`config.mk`:
```
export PLATFORM = sky130hd
export DESIGN_NAME = hit_event_scheduler
export DESIGN_NICKNAME = d
export VERILOG_FILES = /design/src/rtl/hit_sched_pkg.sv /design/src/rtl/hit_cooldown_counter.sv /design/src/rtl/hit_event_scheduler.sv
export SDC_FILE = /design/constraint.sdc
export NUM_CORES = 1
export LEC_CHECK = 0
export BUFFER_PORTS_ARGS = -buffer_cell sky130_fd_sc_hd__buf_2
export CORE_MARGIN = 3
export CORE_UTILIZATION = 30
export CTS_CLUSTER_SIZE = 8
export DETAILED_ROUTE_END_ITERATION = 10
export GPL_TIMING_DRIVEN = 1
export MAX_ROUTING_LAYER = met4
export REMOVE_ABC_BUFFERS = 1
export SYNTH_ARGS = -nofsm -noshare
export SYNTH_HDL_FRONTEND = slang
export SYNTH_HIERARCHICAL = 1
export SYNTH_SLANG_ARGS = --single-unit
export TNS_END_PERCENT = 5
```
`constraint.sdc`:
```
create_clock -name clk -period 11.45 [get_ports clk]
set_input_delay 1.145 -clock clk [delete_from_list [all_inputs] [get_ports clk]]
set_output_delay 1.145 -clock clk [all_outputs]
set_load 0.05 [all_outputs]
```
`src/rtl/hit_sched_pkg.sv`:
```
// Shared types and constants for the hit event scheduler: FSM states,
// source indices and field widths.
package hit_sched_pkg;

   localparam int EVENT_ID_W = 3;
   localparam int CD_W       = 4;
   localparam int TMO_W      = 2;

   localparam int SRC_OBST1   = 0;
   localparam int SRC_OBST2   = 1;
   localparam int SRC_OBST3   = 2;
   localparam int SRC_SPECIAL = 3;
   localparam int SRC_BUMPER  = 4;

   typedef enum logic [1:0] {
      IDLE  = 2'd0,
      ARB   = 2'd1,
      ISSUE = 2'd2
   } sched_state_e;

endpackage

```
`src/rtl/hit_cooldown_counter.sv`:
```
// Per-source cooldown: loaded on grant, counts frames down to zero.
// A load beats a same-cycle frame decrement.
module hit_cooldown_counter
   import hit_sched_pkg::*;
#(
   parameter int COOLDOWN_FRAMES = 8
) (
   input  logic clk,
   input  logic reset,
   input  logic frame,
   input  logic load,
   output logic zero
);

   logic [CD_W-1:0] count;

   always_ff @(posedge clk) begin
      if (reset) begin
         count <= '0;
      end else if (load) begin
         count <= CD_W'(COOLDOWN_FRAMES);
      end else if (frame && (count != '0)) begin
         count <= count - 1'b1;
      end
   end

   assign zero = (count == '0);

endmodule

```
`src/rtl/hit_event_scheduler.sv`:
```
// Latches per-source hit pulses and issues at most one event per frame,
// round-robin, with per-source cooldown and an ack timeout.
module hit_event_scheduler
   import hit_sched_pkg::*;
#(
   parameter int NUM_SRC            = 5,
   parameter int COOLDOWN_FRAMES    = 8,
   parameter int ACK_TIMEOUT_FRAMES = 2
) (
   input  logic                  clk,
   input  logic                  reset,
   input  logic                  startOfFrame,
   input  logic [NUM_SRC-1:0]    hit_req,
   input  logic                  event_ack,
   output logic                  event_valid,
   output logic [EVENT_ID_W-1:0] event_id,
   output logic                  event_dropped,
   output logic [NUM_SRC-1:0]    pending_mask,
   output logic                  busy,
   output sched_state_e          fsm_state
);

   // Handshake: event_valid/event_id hold steady from the ARB->ISSUE edge
   // until the cycle event_ack=1 (accepted) or the timeout fires (dropped).
   sched_state_e          state;
   logic [NUM_SRC-1:0]    cd_zero;
   logic [NUM_SRC-1:0]    cd_load;
   logic [NUM_SRC-1:0]    grant_onehot;
   logic [NUM_SRC-1:0]    pending_next;
   logic [EVENT_ID_W-1:0] winner;
   logic [EVENT_ID_W-1:0] last_grant;
   logic [TMO_W-1:0]      tmo_cnt;

   assign fsm_state = state;

   // Later k overwritten by earlier k, so the source right after last_grant wins.
   always_comb begin
      winner       = '0;
      grant_onehot = '0;
      for (int k = NUM_SRC - 1; k >= 0; k--) begin
         for (int i = 0; i < NUM_SRC; i++) begin
            if (pending_mask[i] && (i == (int'(last_grant) + 1 + k) % NUM_SRC)) begin
               winner          = EVENT_ID_W'(i);
               grant_onehot    = '0;
               grant_onehot[i] = 1'b1;
            end
         end
      end
   end

   always_comb begin
      pending_next = pending_mask | (hit_req & cd_zero);
      if (state == ARB) begin
         pending_next = pending_next & ~grant_onehot;
      end
   end

   assign cd_load = (state == ARB) ? grant_onehot : '0;

   for (genvar g = 0; g < NUM_SRC; g++) begin : g_cd
      hit_cooldown_counter #(
         .COOLDOWN_FRAMES(COOLDOWN_FRAMES)
      ) u_cd (
         .clk   (clk),
         .reset (reset),
         .frame (startOfFrame),
         .load  (cd_load[g]),
         .zero  (cd_zero[g])
      );
   end

   always_ff @(posedge clk) begin
      if (reset) begin
         state         <= IDLE;
         pending_mask  <= '0;
         event_valid   <= 1'b0;
         event_dropped <= 1'b0;
         busy          <= 1'b0;
         event_id      <= '0;
         last_grant    <= EVENT_ID_W'(NUM_SRC - 1);
         tmo_cnt       <= '0;
      end else begin
         pending_mask  <= pending_next;
         event_dropped <= 1'b0;
         case (state)
            IDLE: begin
               if (startOfFrame && (pending_mask != '0)) begin
                  state <= ARB;
                  busy  <= 1'b1;
               end
            end
            ARB: begin
               event_id    <= winner;
               last_grant  <= winner;
               tmo_cnt     <= '0;
               event_valid <= 1'b1;
               state       <= ISSUE;
            end
            ISSUE: begin
               if (event_ack) begin
                  event_valid <= 1'b0;
                  busy        <= 1'b0;
                  state       <= IDLE;
               end else if (startOfFrame) begin
                  if ((tmo_cnt + 2'd1) == TMO_W'(ACK_TIMEOUT_FRAMES)) begin
                     event_valid   <= 1'b0;
                     event_dropped <= 1'b1;
                     busy          <= 1'b0;
                     tmo_cnt       <= '0;
                     state         <= IDLE;
                  end else begin
                     tmo_cnt <= tmo_cnt + 2'd1;
                  end
               end
            end
            default: begin
               state       <= IDLE;
               event_valid <= 1'b0;
               busy        <= 1'b0;
            end
         endcase
      end
   end

endmodule

```
## Word level (Yosys, flattened, before mapping)

Index checks and enable logic that the tools add are counted.

| storage, ports and cells | value |
|---|---|
| register bits | 38 |
| output and inout port bits | 13 |
| input port bits | 9 |
| word-level logic and storage cells | 211 |

| cells by class | value |
|---|---|
| reductions and logical operators | 64 |
| muxes and demuxes | 77 |
| add/subtract/negate cells | 11 |
| div/mod/pow operators | 5 |
| eq/ne operators | 28 |
| bitwise logic cells | 8 |

Operators with widths:

| cell | number |
|---|---|
| $eq A3 B32 Y1 const A | 10 |
| $eq A2 B32 Y1 const A | 5 |
| $eq A4 B32 Y1 const A | 5 |
| $logic_not A32 Y1 | 5 |
| $mod A32 B4 Y32 const B | 5 |
| $mux W5 | 26 |
| $mux W3 | 23 |
| $add A32 B3 Y32 const B | 2 |
| $mux W4 | 10 |
| $add A32 B2 Y32 const B | 1 |
| $add A32 B4 Y32 const B | 1 |
| $logic_and A1 B1 Y1 | 31 |
| $logic_not A4 Y1 | 5 |
| $reduce_bool A4 Y1 | 5 |
| $sub A4 B1 Y4 const B | 5 |
| $mux W2 | 7 |
| $reduce_bool A2 Y1 | 6 |
| $and A5 B5 Y5 | 2 |
| $reduce_or A2 Y1 | 5 |
| $reduce_and A3 Y1 | 3 |
| $mux W1 | 7 |
| $ne A2 B2 Y1 const B | 3 |
| $ne A3 B3 Y1 const B | 2 |
| $pmux W1 S3 | 2 |
| other kinds (13) | 17 |

## Longest topological paths before layout

Gate-level depths: netlist of run 1.

| depth | value |
|---|---|
| depth in word-level cells | 33 |
| depth in mapped cells | 35 |

## Cells and area by module

The synthesis of run 1 kept the hierarchy.

Modules (own cells, without submodules):

| module | times used | cells an instance | area an instance (µm²) |
|---|---|---|---|
| hit_event_scheduler | 1 | 717 | 4899.7 |
| hit_cooldown_counter | 5 | 24 | 221.5 |

## Worst setup path after synthesis of run 1

Ideal clock, no wire load.

| timing path | value |
|---|---|
| path type | register to register |
| from | register event_id[0] (netlist name) |
| to | register g_cd[3].u_cd.count[1] |
| data required time | 11362 ps |
| buffers on the path | 7 |
| path slack | 3547 ps |
| setup time | 88 ps |
| stages on the path, launching flop included | 34 |
| arrival | 7815 ps |
| cells stage by stage | dfxtp_1 -> buf_4 -> clkbuf_1 -> buf_6 -> clkbuf_1 -> inv_1 -> ha_1 -> clkbuf_1 -> inv_1 -> buf_1 -> ha_1 -> nor3_1 -> a211oi_2 -> inv_2 -> ha_1 -> inv_1 -> ha_1 -> nor2b_1 -> o21ai_0 -> a221oi_2 -> a21oi_2 -> xnor2_1 -> ha_1 -> buf_1 -> or3_1 -> o211ai_1 -> a311o_1 -> or4_1 -> o31a_1 -> a2111oi_2 -> o32ai_1 -> a31oi_1 -> o21ai_0 -> nor4_2 |

RTL lines:

| element | line | source |
|---|---|---|
| to (signal assigned) | hit_cooldown_counter.sv:21 | `count <= CD_W'(COOLDOWN_FRAMES);` |
| to (signal assigned) | hit_cooldown_counter.sv:23 | `count <= count - 1'b1;` |
| to (decl) | hit_cooldown_counter.sv:15 | `logic [CD_W-1:0] count;` |

==> impl_metrics.tcl, run 1 <==
set metrics [dict create \
    portBuffers 21 \
    finalNetCount 878 \
    drc_errors 0 \
    async_flop_share_pct 0 \
    cts_hold_buf 0 \
    drive_gt1_share_pct 11.34 \
    first_global_vias 5915 \
    worstSetupPathType "flop to flop" \
    track_usage_pct 16.20 \
    routedWlPerCell_um 16.21 \
    p_per_area_mw_per_mm2 314.8 \
    end_kind "flop" \
    slew_violations 0 \
    insertedDiodeCount 0 \
    maxCapViolations 0 \
    relSlewSlack_pct 34.87 \
    postCtsSetupBuffers 0 \
    ys_types 91 \
    clock_sinks 36 \
    cts_tree "done" \
    slowest_delay_ns 0.73 \
    avgSynthCellArea_um2 7.177 \
    clock_latency_ns 0.28 \
    hold_path.class "flop to flop" \
    viasPerCell 5.878 \
    core_mm2 0.01959 \
    cts_made_buffers 5 \
    grt_max_degree 48 \
    pin_count 22 \
    wirelength_um 17730 \
    yosysSeqAreaShare_pct 12.00 \
    grt_pass1_wl_um 29590 \
    crit_family "simple AND/OR/NAND/NOR gates" \
    fin_tns_setup_ns 0 \
    critPathLaunchType "flop" \
    worst_pin_slew_ns 0.9524 \
    syn_area_mm2 0.006007 \
    die_h_um 147.5 \
    syn_inst 837 \
    yosys_warnings 6 \
    critPathMaxFanout 47 \
    use_met3_pct 1.625 \
    met2_usage_pct 25.81 \
    place.gp.congestion 0.9264 \
    first_pass_iters 5 \
    peakVddDrop_mv 0.08671 \
    post-route-util_pct 32.80 \
    layout_common_cells "74 x nor2_1, 64 x nand2_1, 57 x a21oi_1, 54 x inv_1, 41 x ha_1" \
    worst-path-buf-inv 7 \
    finalHoldWorstSlack_ns 0.4632 \
    cts_resized 0 \
    vias 6430 \
    cts-htree-levels 2 \
    ant_nets 0 \
    status "finished, final reports clean" \
    row_count 51 \
    root_buffer "clkbuf_16" \
    top_usage_layer "met2" \
    hpwl_um 13170 \
    ys_ff_latch 36 \
    gr-total-overflow 0 \
    clk_pin_slew_ns 0.06 \
    fmax_mhz 120.5 \
    clk_path_buf_depth 2 \
    area_growth_pct 6.957 \
    hold_violations 0 \
    layout_commonest_cell "nor2_1" \
    worst_ep_required_time_ns 11.65 \
    initial_core_util_pct 30.66 \
    finalCriticalPeriod_ns 8.296 \
    drt_iter0_drc 548 \
    skew_ns 0.007593 \
    arrival_ns 8.50 \
    leakagePower_nw 2.469 \
    cpMostUsedCell "ha_1" \
    die_w_um 147.5 \
    antenna_found_initial 0 \
    cpMaxStageDelayCell "nor4_1" \
    rsz0062_at_grt "false" \
    post-route-period-util_pct 72.45 \
    grt.met1_usage_pct 21.75 \
    synth_edf_count 0 \
    die_area_mm2 0.02176 \
    synthFlopType "dfxtp_1" \
    setup_viol 0 \
]
report_power, final:
group          switching [mW]  internal (mW)
clock                  0.0522          0.102
sequential             0.0566          0.161
combinational            1.04          0.613
total                    1.15          0.877
flip-flops by register name, indices dropped and copies added, names as in the netlist:
signal           count
pending_mask         5
fsm_state            2
g_cd.u_cd/count     20
busy                 1
last_grant           1
event_id             3
event_valid          1
tmo_cnt              2
event_dropped        1
worst paths after layout:
kind              cells past startpoint        start                    end  slack, ns
setup reg to reg                     29  event_id[0]  g_cd[1].u_cd/count[3]       3.15
setup / recovery                     29  event_id[0]  g_cd[1].u_cd/count[3]       3.15
hold / removal                        1   tmo_cnt[1]          event_dropped       0.46
hold reg to reg                       1   tmo_cnt[1]          event_dropped       0.46
cell type report:
type | count | area, um^2
clock inverters | 3 | 42.54
inverters | 59 | 224.0
repair buffers | 27 | 150.1
clock buffers | 5 | 125.1
flip-flops and latches | 36 | 721.9
multi-input cells | 699 | 4830
well taps | 265 | 331.6
fillers | 2094 | 13170
layer usage:
| metal | up-vias | share of wire [%] |
|---|---|---|
| met5 | - | 0 |
| met4 | 0 | 2.5 |
| met3 | 39 | 5.5 |
| met2 | 232 | 46 |
| met1 | 3000 | 46 |
| li1 | 3159 | - |
kinds of logic (layout without fill, tap and decap cells):
family,count (synthesis),after routing,share of synthesized area [%]
mux,18,18,3.103
compound gates,282,282,34.33
buf+inv,102,94,7.602
flops,36,36,12.00
simple gates,339,339,31.53
xor+xnor,19,19,2.895
fa+ha+maj,41,41,8.540
stage by stage:
step,std cells,power (mW),setup WS (ns),cell area [um^2]
finish,1094,2.023,3.154,6425
global route,1094,2.214,2.359,6425
CTS,1094,1.999,3.309,6425
detailed placement,1086,1.832,3.349,6257
global placement,1086,1.829,3.572,6257
floorplan,794,1.461,3.195,5774
Yosys cell counts (6+ instances only):
cell	instances	area [um^2]
nand4_1	9	56.30
buf_4	7	52.55
xnor2_1	16	140.1
mux2i_1	13	130.1
nor3_1	28	140.1
a22o_1	7	61.31
a31oi_1	15	93.84
a211oi_2	7	87.58
buf_2	6	30.03
or4_1	8	60.06
dfxtp_1	36	720.7
ha_1	41	513.0
nor2_1	74	277.8
or3_1	7	43.79
nor4b_1	12	105.1
and3_1	12	75.07
a211o_1	11	96.34
nor2b_1	10	62.56
nand2b_1	14	87.58
a22oi_1	7	52.55
a211oi_1	17	127.6
nand2_1	64	240.2
a21oi_1	57	285.3
o21a_1	7	52.55
clkbuf_1	22	82.58
o211ai_1	14	105.1
nor4_1	12	75.07
nand3_1	26	130.1
o21ai_0	37	185.2
a21o_1	12	90.09
o31ai_1	12	90.09
and2_1	14	87.58
inv_1	54	202.7
(Power assumes the default switching activity.)
==> run 2: changes to the inputs <==
==> constraint.sdc (replaced) <==
create_clock -name clk -period 6.9 [get_ports clk]
set_input_delay 0.69 -clock clk [delete_from_list [all_inputs] [get_ports clk]]
set_output_delay 0.69 -clock clk [all_outputs]
set_load 0.05 [all_outputs]
==> impl_metrics.tcl, run 2 (synthesis gave the netlist of run 1 again) <==
set metrics [dict create \
    gr-total-overflow 0 \
    fmax_mhz 154.5 \
    reg_top3 "g_cd.u_cd/count: 20 flops, pending_mask: 5 flops, event_id: 3 flops" \
    cpMostUsedCell "ha_1" \
    post-route-util_pct 33.85 \
    track_usage_pct 16.81 \
    place.gp.congestion 0.9548 \
    clk_path_buf_depth 2 \
    relSlewSlack_pct 49.11 \
    critPathMaxFanout 10 \
    peakVddDrop_mv 0.1822 \
    dr_wl_met2_um 8450 \
    wl_met3_um 842 \
    slowest_delay_ns 0.54 \
    vias 6523 \
    p_per_area_mw_per_mm2 525.0 \
    cpMaxStageDelayCell "or4_4" \
    viasPerCell 5.882 \
    ant_nets 0 \
    maxCapViolations 0 \
    area_growth_pct 10.39 \
    slew_violations 0 \
    grt_pass1_wl_um 30550 \
    worst-path-buf-inv 4 \
    grt_max_degree 43 \
    highest_layer "met4" \
    drt_iter0_drc 661 \
    row_count 51 \
    rsz0062_at_grt "true" \
    portBuffers 21 \
    end_kind "flop" \
    core_mm2 0.01959 \
    critPathLaunchType "flop" \
    drc_errors 0 \
    cts_made_buffers 5 \
    finalCriticalPeriod_ns 6.472 \
    clk_pin_slew_ns 0.06 \
    leakagePower_nw 2.555 \
    initial_core_util_pct 30.66 \
    antenna_found_initial 0 \
    die_area_mm2 0.02176 \
    largest_reg_flops 20 \
    layout_common_cells "73 x nor2_1, 64 x nand2_1, 56 x a21oi_1, 54 x inv_1, 40 x ha_1" \
    hold_path.class "flop to flop" \
    crit_family "compound AO/OA/AOI/OAI gates" \
    insertedDiodeCount 0 \
    worstSetupPathType "flop to flop" \
    cts_hold_buf 0 \
    worst_pin_slew_ns 0.7633 \
    fillerInstances 2094 \
    wl_met1_um 8382 \
    layout_commonest_cell "nor2_1" \
    setup_viol 0 \
    skew_ns 0.01071 \
    status "finished, final reports clean" \
    hpwl_um 13570 \
    first_pass_iters 5 \
    worst_ep_required_time_ns 7.09 \
    post-route-period-util_pct 93.80 \
    fin_total_pwr_mw 3.482 \
    drive_gt1_share_pct 14.57 \
    cts_tree "done" \
    pin_count 22 \
    top_register "g_cd.u_cd/count" \
    routedWlPerCell_um 16.35 \
    first_global_vias 6175 \
    die_w_um 147.5 \
    ff2ff_setup_slack_ns 0.43 \
    finalNetCount 893 \
    clock_latency_ns 0.29 \
    clock_sinks 36 \
    wirelength_um 18130 \
    hold_violations 0 \
    cts-htree-levels 2 \
    arrival_ns 6.66 \
    die_h_um 147.5 \
    root_buffer "clkbuf_16" \
]
## run 2: cell count changes in the layout (fill, tap and decap cells not counted), sizes merged
cell | before | now
buf | 27 | 42
clkinvlp | 1 | 0
clkbuf | 5 | 6
## run 2: path summary, 6_finish.rpt
check,startpoint,endpoint,cells past startpoint
worst min register to register,tmo_cnt[1],event_dropped,1
worst min-delay path,tmo_cnt[1],event_dropped,1
worst max register to register,event_id[0],g_cd[3].u_cd/count[1],26
worst max-delay path,event_id[0],g_cd[3].u_cd/count[1],26
## run 2: worst reg2reg max path, stage by stage, from the launching register on
cell	delay [ns]
dfxtp_2	0.39
inv_1	0.07
ha_1	0.36
ha_1	0.26
and4_1	0.26
a211oi_2	0.31
inv_2	0.15
ha_1	0.22
inv_1	0.05
ha_1	0.25
nor2b_1	0.16
o21ai_0	0.15
a221oi_2	0.36
a21oi_2	0.13
xnor2_1	0.15
buf_4	0.16
ha_2	0.25
or3_1	0.13
o211ai_1	0.09
a311o_1	0.38
or4_4	0.54
o31a_1	0.32
a2111oi_4	0.39
o32ai_1	0.13
a31oi_1	0.22
o21ai_1	0.19
nor4_2	0.29
## run 2: per-stage QoR
stage	hold WS, ns	setup TNS (ns)	worst slack, ns	area (um^2)	instances
floorplan	0.4144	-33.55	-1.355	5774	794
global placement	0.4378	0	0.07588	6362	1100
detailed placement	0.4357	0	0.03153	6362	1100
CTS	0.4566	0	0.01503	6526	1108
global route	0.5056	-0.03954	-0.02384	6631	1109
finish	0.4569	0	0.4276	6631	1109
## run 2: layer usage
layer | vias to the layer above | track usage (%)
li1 | 3203 | -
met1 | 3096 | 22.30
met2 | 189 | 27.23
met3 | 35 | 1.594
met4 | 0 | 5.079
met5 | - | -
## run 2: final cells by class
cell class	instances	area, um^2	share of cell area (%)
inverters	59	224.0	3.377
clock inverters	2	35.03	0.5283
clock buffers	6	128.9	1.943
repair buffers	42	266.5	4.019
well taps	265	331.6	5.000
flip-flops and latches	36	721.9	10.89
multi-input cells	699	4923	74.25
## run 2: power breakdown
part	switching [mW]	leakage [nW]	internal, mW
clock	0.0907	0.0808	0.170
sequential	0.0840	0.295	0.268
combinational	1.79	2.18	1.08
total	1.96	2.55	1.52
## run 2: timing repair
item | CTS | global route
endpoints found under the setup margin | 0 | 29
setup buffers | 0 | 1
gates resized for setup | 0 | 22
==> run 3: changes to the inputs <==
--- a/config.mk
+++ b/config.mk
@@ -13,6 +13,7 @@
 export GPL_TIMING_DRIVEN = 1
 export MAX_ROUTING_LAYER = met4
 export REMOVE_ABC_BUFFERS = 1
+export SETUP_SLACK_MARGIN = 0.5
 export SYNTH_ARGS = -nofsm -noshare
 export SYNTH_HDL_FRONTEND = slang
 export SYNTH_HIERARCHICAL = 1
==> impl_metrics.tcl, run 3 (synthesis gave the netlist of run 1 again) <==
set metrics [dict create \
    rsz0062_at_grt "true" \
    layout_commonest_cell "nor2_1" \
    hold_path.class "flop to flop" \
    row_count 51 \
    status "finished, final reports clean" \
    clock_sinks 36 \
    layout_common_cells "73 x nor2_1, 64 x nand2_1, 55 x a21oi_1, 54 x inv_1, 37 x ha_1" \
    drt_iter0_drc 550 \
    largest_reg_flops 20 \
    track_usage_pct 16.89 \
    area_growth_pct 13.12 \
    dp_cells 1100 \
    post-route-period-util_pct 88.62 \
    multi_input_area_mm2 0.005057 \
    wl_met3_um 812 \
    fillerInstances 2083 \
    core_mm2 0.01959 \
    worstSetupPathType "flop to flop" \
    wirelength_um 18310 \
    finalNetCount 897 \
    p_comb_share_pct 83.2 \
    relSlewSlack_pct 50.62 \
    gr-total-overflow 0 \
    switching_share_pct 56.16 \
    routedWlPerCell_um 16.45 \
    root_buffer "clkbuf_16" \
    grt_pass1_wl_um 30700 \
    portBuffers 21 \
    p_int_mw 1.599 \
    p_sw_mw 2.048 \
    cts_made_buffers 5 \
    cts_hold_buf 0 \
    clk_path_buf_depth 2 \
    p_per_area_mw_per_mm2 536.8 \
    dr_wl_met2_um 8645 \
    die_w_um 147.5 \
    cts_tree "done" \
    cts-htree-levels 2 \
    finalCriticalPeriod_ns 6.115 \
    final_cells 1113 \
    reg_top3 "g_cd.u_cd/count: 20 flops, pending_mask: 5 flops, event_id: 3 flops" \
    drc_errors 0 \
    vias 6519 \
    critPathLaunchType "flop" \
    place.gp.congestion 0.9548 \
    wl_met1_um 8484 \
    end_kind "flop" \
    ff2ff_setup_slack_ns 0.79 \
    die_area_mm2 0.02176 \
    highest_layer "met4" \
    pin_count 22 \
    peakVddDrop_mv 0.1865 \
    initial_core_util_pct 30.66 \
    fmax_mhz 163.5 \
    drive_gt1_share_pct 16.75 \
    first_pass_iters 7 \
    setup_viol 0 \
    clock_latency_ns 0.29 \
    antenna_found_initial 0 \
    ant_nets 0 \
    critPathMaxFanout 13 \
    hpwl_um 13570 \
    insertedDiodeCount 0 \
    clk_pin_slew_ns 0.06 \
    seqCellArea_um2 721.9 \
    skew_ns 0.009921 \
    grt_max_degree 43 \
    arrival_ns 6.33 \
    maxCapViolations 0 \
    clkPwrFrac_pct 7.1 \
    slew_violations 0 \
    viasPerCell 5.857 \
    fin_tns_setup_ns 0 \
    die_h_um 147.5 \
    seqPwrFrac_pct 9.7 \
    hold_violations 0 \
    top_register "g_cd.u_cd/count" \
    leakagePower_nw 2.596 \
    first_global_vias 6167 \
    worst_ep_required_time_ns 7.11 \
    worst_pin_slew_ns 0.7291 \
]
[run 3: cell count changes in the layout (fill, tap and decap cells not counted), moves of 2 or more]
cell / change
nand3_2: +2
ha_2: +2
a31oi_1: -2
nand3_1: -2
buf_4: +4
ha_1: -3
o21ai_2: +2
[run 3: metal layers]
metal | vias up | track usage, %
li1 | 3217 | -
met1 | 3106 | 22.62
met2 | 171 | 27.46
met3 | 25 | 1.380
met4 | 0 | 4.753
met5 | - | -
[run 3: layout make-up]
type	count	share of cell area [%]
Sequential cell	36	10.62
Tap cell	265	4.879
Clock inverter	2	0.5156
Inverter	59	3.296
Clock buffer	6	1.897
Timing Repair Buffer	46	4.364
Multi-Input combinational cell	699	74.42
[run 3: timing repair]
action,CTS,global route
setup buffers,2,3
resized for setup,12,34
setup endpoints to repair,28,29
pin swaps,0,6
[run 3: critical path: stages, from the launching register on]
cell and delay, ns:
dfxtp_1 0.38, inv_1 0.10, ha_1 0.35, ha_2 0.22
and4_1 0.25, a211oi_2 0.25, inv_2 0.09, ha_1 0.26
nand3b_1 0.14, nand2_1 0.07, o211a_2 0.34, inv_2 0.15
ha_1 0.28, o211ai_1 0.10, a221oi_1 0.11, a211oi_4 0.50
nor2b_2 0.09, and4_4 0.24, or4_1 0.47, a31o_2 0.32
a211o_1 0.30, a2111o_1 0.47, a211oi_4 0.39, inv_1 0.07
a21oi_1 0.12
[run 3: per-stage QoR]
stage	worst slack [ns]	power [mW]	area, um^2	util (%)	hold WS (ns)
6_report	0.7851	3.648	6795	34.69	0.4568
5_1_grt	0.3891	3.998	6795	34.69	0.5056
4_1_cts	0.4348	3.402	6595	33.67	0.4566
3_5_place_dp	0.03153	3.078	6362	32.48	0.4357
3_3_place_gp	0.07588	3.068	6362	32.48	0.4378
2_1_floorplan	-1.355	2.425	5774	-	0.4144
[run 3: power by group through the flow]
stage	logic, mW	registers (mW)	clock network, mW
CTS	2.79	0.350	0.266
global placement	2.71	0.353	0
detailed placement	2.72	0.354	0
floorplan	2.01	0.417	0
global route	3.36	0.360	0.276
finish	3.04	0.352	0.260
[run 3: final timing paths]
kind | from | cells after the start | endpoint
max | event_id[1] | 24 | g_cd[0].u_cd/count[3]
min | tmo_cnt[1] | 1 | event_dropped
max reg2reg | event_id[1] | 24 | g_cd[0].u_cd/count[3]
min reg2reg | tmo_cnt[1] | 1 | event_dropped
